===== src/rtl/irq_pkg.sv =====
// Shared types, defaults and sizing helper for the interrupt controller slice.
package irq_pkg;

    typedef enum logic [1:0] {
        ST_IDLE    = 2'd0,
        ST_REQ     = 2'd1,
        ST_SERVICE = 2'd2,
        ST_DONE    = 2'd3
    } irq_state_t;

    localparam int WIN_LEN_DEF = 4;

    // Bits needed to index n items (never less than one).
    function automatic int id_width(input int n);
        if (n <= 1) begin
            return 1;
        end else begin
            return $clog2(n);
        end
    endfunction

endpackage


===== src/rtl/irq_prio_enc.sv =====
// Combinational lowest-index-wins priority encoder with a valid flag.
module irq_prio_enc
    import irq_pkg::*;
#(
    parameter int NUM_SRC = 8,
    parameter int ID_W    = id_width(NUM_SRC)
) (
    input  logic [NUM_SRC-1:0] i_req,
    output logic [ID_W-1:0]    o_id,
    output logic               o_valid
);

    // Scan from the top down so the lowest set index is the last one written.
    always_comb begin
        o_id    = {ID_W{1'b0}};
        o_valid = 1'b0;
        for (int i = NUM_SRC - 1; i >= 0; i--) begin
            o_id    = i_req[i] ? ID_W'(i) : o_id;
            o_valid = o_valid | i_req[i];
        end
    end

endmodule


===== src/rtl/irq_ctrl.sv =====
// Edge-triggered, masked, fixed-priority interrupt requester for the CPU grant handshake.
// Optional build macro IRQ_TIMEOUT_EN aborts a request that is not granted in REQ_TIMEOUT cycles.
module irq_ctrl
    import irq_pkg::*;
#(
    parameter int NUM_SRC     = 8,
    parameter int ID_W        = id_width(NUM_SRC),
    parameter int WIN_LEN     = WIN_LEN_DEF,
    parameter int REQ_TIMEOUT = 16
) (
    input  logic               clk,
    input  logic               reset,
    input  logic [NUM_SRC-1:0] src_irq,
    input  logic               mask_we,
    input  logic [NUM_SRC-1:0] mask_wdata,
    input  logic               eoi,
    input  logic               interrupt_grant,
    output logic               interrupt,
    output logic [ID_W-1:0]    irq_id,
    output logic               irq_active,
    output logic [NUM_SRC-1:0] pending,
    output logic [NUM_SRC-1:0] mask,
    output logic               timeout_err
);

    localparam int              WC_W     = id_width(WIN_LEN);
    localparam logic [WC_W-1:0] WIN_LAST = WC_W'(WIN_LEN - 1);

    if ((2 ** ID_W) < NUM_SRC || WIN_LEN < 2 || REQ_TIMEOUT < 1) begin : g_param_check
        $error("irq_ctrl: inconsistent parameters");
    end

    irq_state_t         r_state;
    irq_state_t         w_state_nxt;
    logic [NUM_SRC-1:0] r_src_q;
    logic [NUM_SRC-1:0] r_pending;
    logic [NUM_SRC-1:0] r_mask;
    logic [NUM_SRC-1:0] w_edge;
    logic [NUM_SRC-1:0] w_clr;
    logic [NUM_SRC-1:0] w_req_vec;
    logic [ID_W-1:0]    r_irq_id;
    logic [ID_W-1:0]    w_enc_id;
    logic               w_enc_valid;
    logic               w_grant_acc;
    logic               w_exit;
    logic               w_timeout;
    logic [WC_W-1:0]    r_win_cnt;
    logic               r_eoi_seen;
    logic               r_interrupt;
    logic               r_irq_active;
    logic               w_interrupt_nxt;
    logic               w_active_nxt;

    assign w_edge      = src_irq & ~r_src_q;
    assign w_req_vec   = r_pending & r_mask;
    assign w_grant_acc = (r_state == ST_REQ) && interrupt_grant;
    assign w_clr       = w_grant_acc ? (NUM_SRC'(1) << r_irq_id) : {NUM_SRC{1'b0}};
    // A window may only close on its last cycle, so a late EOI waits for the next boundary.
    assign w_exit      = (r_state == ST_SERVICE) && (r_win_cnt == WIN_LAST) && (r_eoi_seen || eoi);

    irq_prio_enc #(
        .NUM_SRC (NUM_SRC),
        .ID_W    (ID_W)
    ) u_prio_enc (
        .i_req   (w_req_vec),
        .o_id    (w_enc_id),
        .o_valid (w_enc_valid)
    );

`ifdef IRQ_TIMEOUT_EN
    localparam int              TO_W    = id_width(REQ_TIMEOUT);
    localparam logic [TO_W-1:0] TO_LAST = TO_W'(REQ_TIMEOUT - 1);

    logic [TO_W-1:0] r_req_cnt;
    logic            r_timeout_err;

    assign w_timeout   = (r_state == ST_REQ) && (r_req_cnt == TO_LAST);
    assign timeout_err = r_timeout_err;

    // Cycles spent in REQ and the sticky abort flag; a grant on the last cycle still wins.
    always_ff @(posedge clk) begin
        if (reset) begin
            r_req_cnt     <= {TO_W{1'b0}};
            r_timeout_err <= 1'b0;
        end else begin
            r_req_cnt     <= (r_state == ST_REQ) ? (r_req_cnt + TO_W'(1)) : {TO_W{1'b0}};
            r_timeout_err <= r_timeout_err | (w_timeout & ~interrupt_grant);
        end
    end
`else
    assign w_timeout   = 1'b0;
    assign timeout_err = 1'b0;
`endif

    // State register plus the registered request outputs.
    always_ff @(posedge clk) begin
        if (reset) begin
            r_state      <= ST_IDLE;
            r_interrupt  <= 1'b0;
            r_irq_active <= 1'b0;
        end else begin
            r_state      <= w_state_nxt;
            r_interrupt  <= w_interrupt_nxt;
            r_irq_active <= w_active_nxt;
        end
    end

    // Next-state decision.
    always_comb begin
        w_state_nxt = r_state;
        case (r_state)
            ST_IDLE: begin
                if (w_enc_valid) begin
                    w_state_nxt = ST_REQ;
                end else begin
                    w_state_nxt = ST_IDLE;
                end
            end
            ST_REQ: begin
                if (interrupt_grant) begin
                    w_state_nxt = ST_SERVICE;
                end else if (w_timeout) begin
                    w_state_nxt = ST_DONE;
                end else begin
                    w_state_nxt = ST_REQ;
                end
            end
            ST_SERVICE: begin
                if (w_exit) begin
                    w_state_nxt = ST_DONE;
                end else begin
                    w_state_nxt = ST_SERVICE;
                end
            end
            ST_DONE: w_state_nxt = ST_IDLE;
            default: w_state_nxt = ST_IDLE;
        endcase
    end

    // Output values for the coming cycle, derived from the next state.
    always_comb begin
        w_interrupt_nxt = 1'b0;
        w_active_nxt    = 1'b0;
        case (w_state_nxt)
            ST_REQ:     w_interrupt_nxt = 1'b1;
            ST_SERVICE: begin
                w_interrupt_nxt = 1'b1;
                w_active_nxt    = 1'b1;
            end
            default: begin
                w_interrupt_nxt = 1'b0;
                w_active_nxt    = 1'b0;
            end
        endcase
    end

    // Source sampling, pending/mask registers, latched ID and window bookkeeping.
    always_ff @(posedge clk) begin
        if (reset) begin
            r_src_q    <= {NUM_SRC{1'b0}};
            r_pending  <= {NUM_SRC{1'b0}};
            r_mask     <= {NUM_SRC{1'b1}};
            r_irq_id   <= {ID_W{1'b0}};
            r_win_cnt  <= {WC_W{1'b0}};
            r_eoi_seen <= 1'b0;
        end else begin
            r_src_q   <= src_irq;
            r_pending <= (r_pending & ~w_clr) | w_edge;
            r_mask    <= mask_we ? mask_wdata : r_mask;
            r_irq_id  <= ((r_state == ST_IDLE) && w_enc_valid) ? w_enc_id : r_irq_id;
            if (w_grant_acc) begin
                r_win_cnt <= WC_W'(1);
            end else if (r_state == ST_SERVICE) begin
                r_win_cnt <= (r_win_cnt == WIN_LAST) ? {WC_W{1'b0}} : (r_win_cnt + WC_W'(1));
            end else begin
                r_win_cnt <= {WC_W{1'b0}};
            end
            if (r_state == ST_SERVICE) begin
                r_eoi_seen <= w_exit ? 1'b0 : (r_eoi_seen | eoi);
            end else begin
                r_eoi_seen <= 1'b0;
            end
        end
    end

    assign interrupt  = r_interrupt;
    assign irq_id     = r_irq_id;
    assign irq_active = r_irq_active;
    assign pending    = r_pending;
    assign mask       = r_mask;

endmodule

===== config.mk =====
export PLATFORM = sky130hd
export DESIGN_NAME = irq_ctrl
export DESIGN_NICKNAME = d
export VERILOG_FILES = /design/src/rtl/irq_pkg.sv /design/src/rtl/irq_prio_enc.sv /design/src/rtl/irq_ctrl.sv
export SDC_FILE = /design/constraint.sdc
export NUM_CORES = 1
export LEC_CHECK = 0
export CAP_MARGIN = 20
export CORE_ASPECT_RATIO = 0.8
export CORE_MARGIN = 4
export CORE_UTILIZATION = 45
export DETAILED_ROUTE_END_ITERATION = 8
export GPL_TIMING_DRIVEN = 0
export HOLD_SLACK_MARGIN = 0.1
export PLACE_DENSITY = 0.75
export SLEW_MARGIN = 15
export SYNTH_ARGS = -nofsm -noshare
export SYNTH_HDL_FRONTEND = slang
export SYNTH_SLANG_ARGS = --single-unit

===== constraint.sdc =====
create_clock -name clk -period 1.55 [get_ports clk]
set_input_delay 0.31 -clock clk [delete_from_list [all_inputs] [get_ports clk]]
set_output_delay 0.31 -clock clk [all_outputs]
set_load 0.01 [all_outputs]

==> results.yml <==
timing:
  finalClockSkew_ns: 0.00374
  setup_viol: 0
  fin_tns_setup_ns: 0
  rsz0062_at_grt: "false"
  tightest_slew_ns: 0.516
  hold_viol: 0
  fmax_mhz: 659
  hold_slack_ns: 0.248
  final_max_slew_viol_count: 0
  post-route-min-period_ns: 1.52
  relSlewSlack_pct: 65.6
  post-route-period-util_pct: 97.9
route:
  antenna_left: 0
  vias: 1211
  drc: 0
  finalWirelength_mm: 3.33
  via_per_inst: 5.36
  wl_per_cell_um: 14.7
  drt_iter0_markers: 52
  dr.pass1.iters: 4
power:
  powerDensity_nw_per_um2: 1090
  power.ir.vdd_worst_mv: 0.709
  power_leakage_uw: 0.000802
synth:
  synth_cell_type_count: 33
  synthCells: 139
  ys_seq_elements: 34
  synth-seq-area-share_pct: 50.5
  syn_area_um2: 1350
  synthesis.nets: 162
  avgSynthCellArea_um2: 9.70
  yosysWarningCount: 0
min_path:
  hold_path_class: "primary input to flop"
  hold_path_depth: 2
  min_to: "irq_active"
  min-delay-start: "reset"
floorplan:
  initial_utilization_pct: 48.0
  die_h_um: 57.0
  die-area_um2: 3940
  die_w_um: 69.2
  core_um2: 2810
  io_pins: 43
  rows: 17
run:
  drv_cap: 0
global_routing:
  grt_use_total_pct: 17.8
  grt_max_degree: 11
  grt_pass1_wl_mm: 5.50
  grt_overflow_total: 0
  antenna_found_initial: 0
  first_global_vias: 1184
clock_tree:
  clk_path_buf_depth: 2
  cts.reportedPaths.clkPinSlew_ns: 0.07
  cts_buffers: 5
  cts_tree: "done"
  clkSinkCount: 34
  insertion_delay_ns: 0.28
  htreeDepth: 2
  cts-root-buf: "clkbuf_8"
  holdBufCountCts: 0
placement:
  hpwl_mm: 2.42
  io_buffers: 40
  place.gp.congestion: 0.899
finish:
  syn_to_final_growth_pct: 42.4
  layout-drive-gt1-share_pct: 12.8
  fillCellCount: 226
  finalNetCount: 210
  fin_util_pct: 68.4
  antenna_cells: 0
setup_path:
  cpPeakStageDelay_ns: 0.55
  crit_chain: "clkdlybuf4s50_1"
  cp.required_ns: 1.24
  regToRegSetupSlack_ns: 0.07
  crit_arrival_ns: 1.21
  end_kind: "output port"
  path_depth: 1
  r2r-start: "r_state[1]"
  rr_worst_depth: 6
  r2r-end: "interrupt"
  cp_max_fo: 4
  crit_path_top_delay_cell: "clkdlybuf4s50_1"
  path_class: "flop to output port"
  crit_buf_inv: 1
  critical-path-top-delay-family: "buffers and inverters"
  start_kind: "flop"
run_status:
  outcome: "completed"
cells in the mapped netlist, drive strengths merged:
| cell | instances | share of area (%) |
|---|---|---|
| a211oi | 2 | 1.5 |
| or2 | 2 | 0.93 |
| nor4 | 1 | 0.46 |
| nand4b | 1 | 0.65 |
| o31ai | 2 | 1.1 |
| nand3 | 1 | 0.37 |
| a211o | 8 | 5.2 |
| ha | 2 | 1.9 |
| a32oi | 1 | 0.65 |
| nor3b | 2 | 1.1 |
| nand4 | 1 | 0.46 |
| o21ai | 6 | 2.2 |
| a21oi | 14 | 5.2 |
| clkbuf | 3 | 0.83 |
| buf | 4 | 1.9 |
| nand3b | 1 | 0.56 |
| nor3 | 2 | 0.74 |
| nand2 | 7 | 1.9 |
| or3 | 1 | 0.46 |
| nand2b | 12 | 5.6 |
| a22oi | 4 | 3.0 |
| nor2b | 17 | 7.9 |
| dfxtp | 34 | 50 |
| conb | 1 | 0.28 |
| a31o | 1 | 0.65 |
| nor2 | 6 | 1.7 |
| nor4b | 1 | 0.65 |
| a41oi | 1 | 1.2 |
| o211ai | 1 | 0.56 |
metal layers:
metal	share of wire, %	vias to the layer above	GRT usage, %
met3	5.6	5	5.63
met1	47	575	22.9
met2	45	44	26.4
met4	1.4	0	10.0
met5	0	-	0
li1	-	587	-
stage by stage:
step	area (um^2)	setup slack [ns]	cells	power [uW]
after floorplan	1350	0.172	139	1240
after global placement	1800	-0.156	217	1440
after detailed placement	1800	-0.155	217	1460
after CTS	1880	0.0000385	225	2100
after global routing	1920	0.00175	226	2190
final	1920	0.0320	226	2100
sequential cells by signal (all words and copies together) (netlist names):
signal	cells
pending	8
r_win_cnt	2
irq_active	1
r_state	2
r_src_q	8
r_eoi_seen	1
interrupt	1
mask	8
irq_id	3
power breakdown:
group | internal [uW] | total (uW) | switching, uW
logic | 228 | 414 | 186
clock network | 358 | 658 | 300
registers | 952 | 1020 | 73.1
cell type report:
type                    instances  area (um^2)  area share [%]
plain buffers                   7         36.3            1.89
clock buffers                   7         86.3            4.50
clock inverters                 1         5.00           0.261
multi-input cells              98          642            33.4
flip-flops and latches         34          688            35.8
well taps                      38         47.5            2.48
repair buffers                 41          415            21.6
what timing repair did:
item / 4_1_cts / 5_1_grt
pin swaps: 0 / 2
endpoints found under the setup margin: 13 / 9
buffers inserted: 0 / 1
gates resized for setup: 13 / 10
layout by cell type, fill, tap and decap left out, types with 2 or more instances in the layout:
cell             synthesis  final
buf_2                    2      2
a21oi_1                 14     14
nor3b_1                  2      2
a22oi_2                  2      4
nor3_1                   2      2
nor2b_1                 17     17
buf_4                    2      3
o21ai_0                  6      6
a211o_1                  8      8
nor2_1                   6      6
clkdlybuf4s50_1          0     25
clkbuf_1                 3      4
nand2b_1                12     12
dlymetal6s2s_1           0      7
dfxtp_2                  0      6
nand2_1                  7      7
ha_1                     2      2
dfxtp_1                 34     28
o31ai_1                  2      2
clkbuf_8                 0      6
dlygate4sd2_1            0      8
how the worst max path moves through the flow:
| stage | from | to | slack [ns] |
|---|---|---|---|
| final | pending[3] | pending[3] | 0.03 |
| after global routing | pending[1] | interrupt | 0.002 |
| after CTS | mask[3] | mask[3] | 0.00004 |
| after detailed placement | interrupt_grant | pending[0] | -0.16 |
| after global placement | interrupt_grant | pending[0] | -0.16 |
| after floorplan | pending[5] | interrupt | 0.17 |
cells by family after synthesis:
family	after synthesis	share of synthesized area, %
flip-flops	34	50.5
buffers and inverters	7	2.69
adder cells (fa/ha/maj)	2	1.85
AND/OR/NAND/NOR	55	23.5
other	1	0.278
AO/OA/AOI/OAI	40	21.2
Power figures use the tool's default switching activity.
==> variant (same flow settings) <==
Register the input `src_irq` before use, without a reset. The logic sees it one clock later. The other inputs are not delayed to match.
--- a/src/rtl/irq_ctrl.sv
+++ b/src/rtl/irq_ctrl.sv
@@ -27,4 +27,10 @@
     localparam logic [WC_W-1:0] WIN_LAST = WC_W'(WIN_LEN - 1);
 
+    logic [NUM_SRC-1:0] src_irq_q;
+
+    always_ff @(posedge clk) begin
+        src_irq_q <= src_irq;
+    end
+
     if ((2 ** ID_W) < NUM_SRC || WIN_LEN < 2 || REQ_TIMEOUT < 1) begin : g_param_check
         $error("irq_ctrl: inconsistent parameters");
@@ -52,5 +58,5 @@
     logic               w_active_nxt;
 
-    assign w_edge      = src_irq & ~r_src_q;
+    assign w_edge      = src_irq_q & ~r_src_q;
     assign w_req_vec   = r_pending & r_mask;
     assign w_grant_acc = (r_state == ST_REQ) && interrupt_grant;
@@ -165,5 +171,5 @@
             r_eoi_seen <= 1'b0;
         end else begin
-            r_src_q   <= src_irq;
+            r_src_q   <= src_irq_q;
             r_pending <= (r_pending & ~w_clr) | w_edge;
             r_mask    <= mask_we ? mask_wdata : r_mask;
Behaviour: not the same (Yosys sat finds a counterexample within 4 cycles, from zero or initial values and one cycle with reset high).
==> variant against the original RTL <==
- final cell count increased by 3.1%
- power increased by 11%
- maximum frequency increased by 0.88%
- area after synthesis increased by 11%
- first-iteration DRC count increased by 31%
- sequential cell count increased by 8
- worst setup slack improved by 13 ps
- sequential power increased by 22%
- cell area increased by 7.0%
- routed wire length increased by 0.69%
- critical path type unchanged
- critical endpoint is now mask[7]
- largest power group unchanged
==> variant: results (changes against the original RTL) <==
Global route:
- The number of antenna violations at the first check in global routing is 0 (unchanged).
- The overall fraction of global-route tracks in use is 16.7% (-1.1 points).
- The first-pass GRT wire length is 5530 um (+0.62%).
- The via count of the first global-routing pass is 1254 (+5.9%).
- The largest net degree at the start of global routing is 13 (+2).

Route:
- The DRC marker count from the first detailed-route iteration was 68 (+31%).
- The sum of routed wire length over all layers was 3350 um (+0.69%).
- The via density per instance is 5.30 (-1.2%).

Yosys:
- The commonest cells after synthesis are dfxtp_1, nand2_1, a21oi_1.
- The post-synthesis instance total is 146 (+5.0%).
- Ranked by total cell area, the synthesized netlist is headed by dfxtp_1, mux2i_1, nand2b_1, nand2_1, a21oi_1.
- The part of the Yosys area used for sequential elements is 56.0% (+5.6 points).
- The net count after synthesis is 169 (+4.3%).
- The post-synthesis cell type count was 36 (+9.1%).

Clock network:
- The later pin in the worst-skew pair is clocked with a latency of 290 ps.
- The number of levels the H-tree was split into is 2 (unchanged).
- The post-CTS setup-driven buffer insertion count was 0 (unchanged).
- The number of hold-repair buffers added at the cts stage came to 0 (unchanged).
- The clock transition at the registers of the reported paths is 70 ps (about the same).
- The total CTS buffers is 5 (unchanged).
- In this run the clock root is driven by a clkbuf_8.

Cells and area:
- The number of nets in the layout was 215 (+2.4%).
- The ratio of cells with drive above 1 in the final layout is 12.4% (-0.33 points).
- The non-filler instance count after layout is 233 (+3.1%).
- The number of fill cells in the layout is 270 (+19%).

Place:
- The post-detailed-placement half-perimeter wirelength is 2460 um (+1.3%).
- The number of buffers inserted by port buffering is 39 (-2.5%).
- The pre-CTS worst setup slack is -120 ps (+35.0 ps).
- The global placer's final weighted congestion is 0.774 (-14%).

Min path:
- The hold-critical path depth is 2 (unchanged).

Critical path:
- The worst reg-to-reg path cell count is 5 (-1).
- The critical path arrival is 1190 ps (-20 ps).

Status:
- The run finished with clean final reports.

Pwr:
- The worst voltage drop across the vdd grid is 698 uV (-1.6%).
- The leakage power is 0.890 nW (+11%).

STA:
- The number of hold violations in the final report is 0 (unchanged).
- The post-route clock skew came to 3.09 ps (-0.658 ps).
## variant: changes by cell type after synthesis, moves of 3 or more
cell	unedited run	this run
a211o_1	8	0
dfxtp_1	34	42
nand2_1	7	18
o21ai_1	0	3
mux2i_1	0	8
clkbuf_1	3	0
nor2b_1	17	9
## variant: report_power, final
| group | internal [mW] | switching [mW] |
|---|---|---|
| clock | 0.359 | 0.341 |
| sequential | 1.17 | 0.0791 |
| combinational | 0.208 | 0.169 |
## variant: what timing repair did
item                                    4_1_cts  5_1_grt
endpoints found under the setup margin       11       11
cloned                                        0        0
resized for setup                            13       11
pin swaps                                     0        0
endpoints found under the hold margin         0        0
## variant: cell type report
type                       count  share of cell area (%)
timing repair buffer          39                    19.1
tap                           40                    2.44
sequential                    42                    41.5
buffer                         5                    1.22
clock inverter                 1                   0.244
clock buffer                   7                    4.20
inverter                       1                   0.183
multi-input combinational     98                    31.2
## variant: kinds of logic (layout without fill, tap and decap cells)
family / after synthesis / in the layout / synth area share, %
AO/OA/AOI/OAI: 34 / 34 / 14.7
buffers and inverters: 6 / 53 / 1.92
adder cells (fa/ha/maj): 2 / 2 / 1.67
multiplexers: 8 / 8 / 5.34
flip-flops: 42 / 42 / 56.0
other: 1 / 1 / 0.250
AND/OR/NAND/NOR: 53 / 53 / 20.1
## variant: worst paths after layout
path	endpoint	from	slack, ps
hold reg to reg	pending[5]	src_irq_q[5]	470
hold / removal	r_src_q[0]	reset	310
setup / recovery	mask[7]	mask[7]	50
setup reg to reg	interrupt	pending[1]	90
## variant: through the flow
| stage | utilization, % | cell area (um^2) | hold slack [ps] |
|---|---|---|---|
| after floorplan | - | 1500 | 338 |
| after global placement | 61.5 | 1940 | 445 |
| after detailed placement | 61.5 | 1940 | 455 |
| after CTS | 64.3 | 2030 | 316 |
| after global routing | 65.2 | 2050 | 330 |
| final | 65.2 | 2050 | 313 |
## variant: routing by layer
metal / vias to the layer above / wire (um) / GRT usage (%)
met5: - / 0 / 0
met4: 0 / 50 / 6.84
met1: 581 / 1440 / 19.7
met3: 6 / 275 / 5.59
li1: 603 / - / -
met2: 44 / 1590 / 27.9
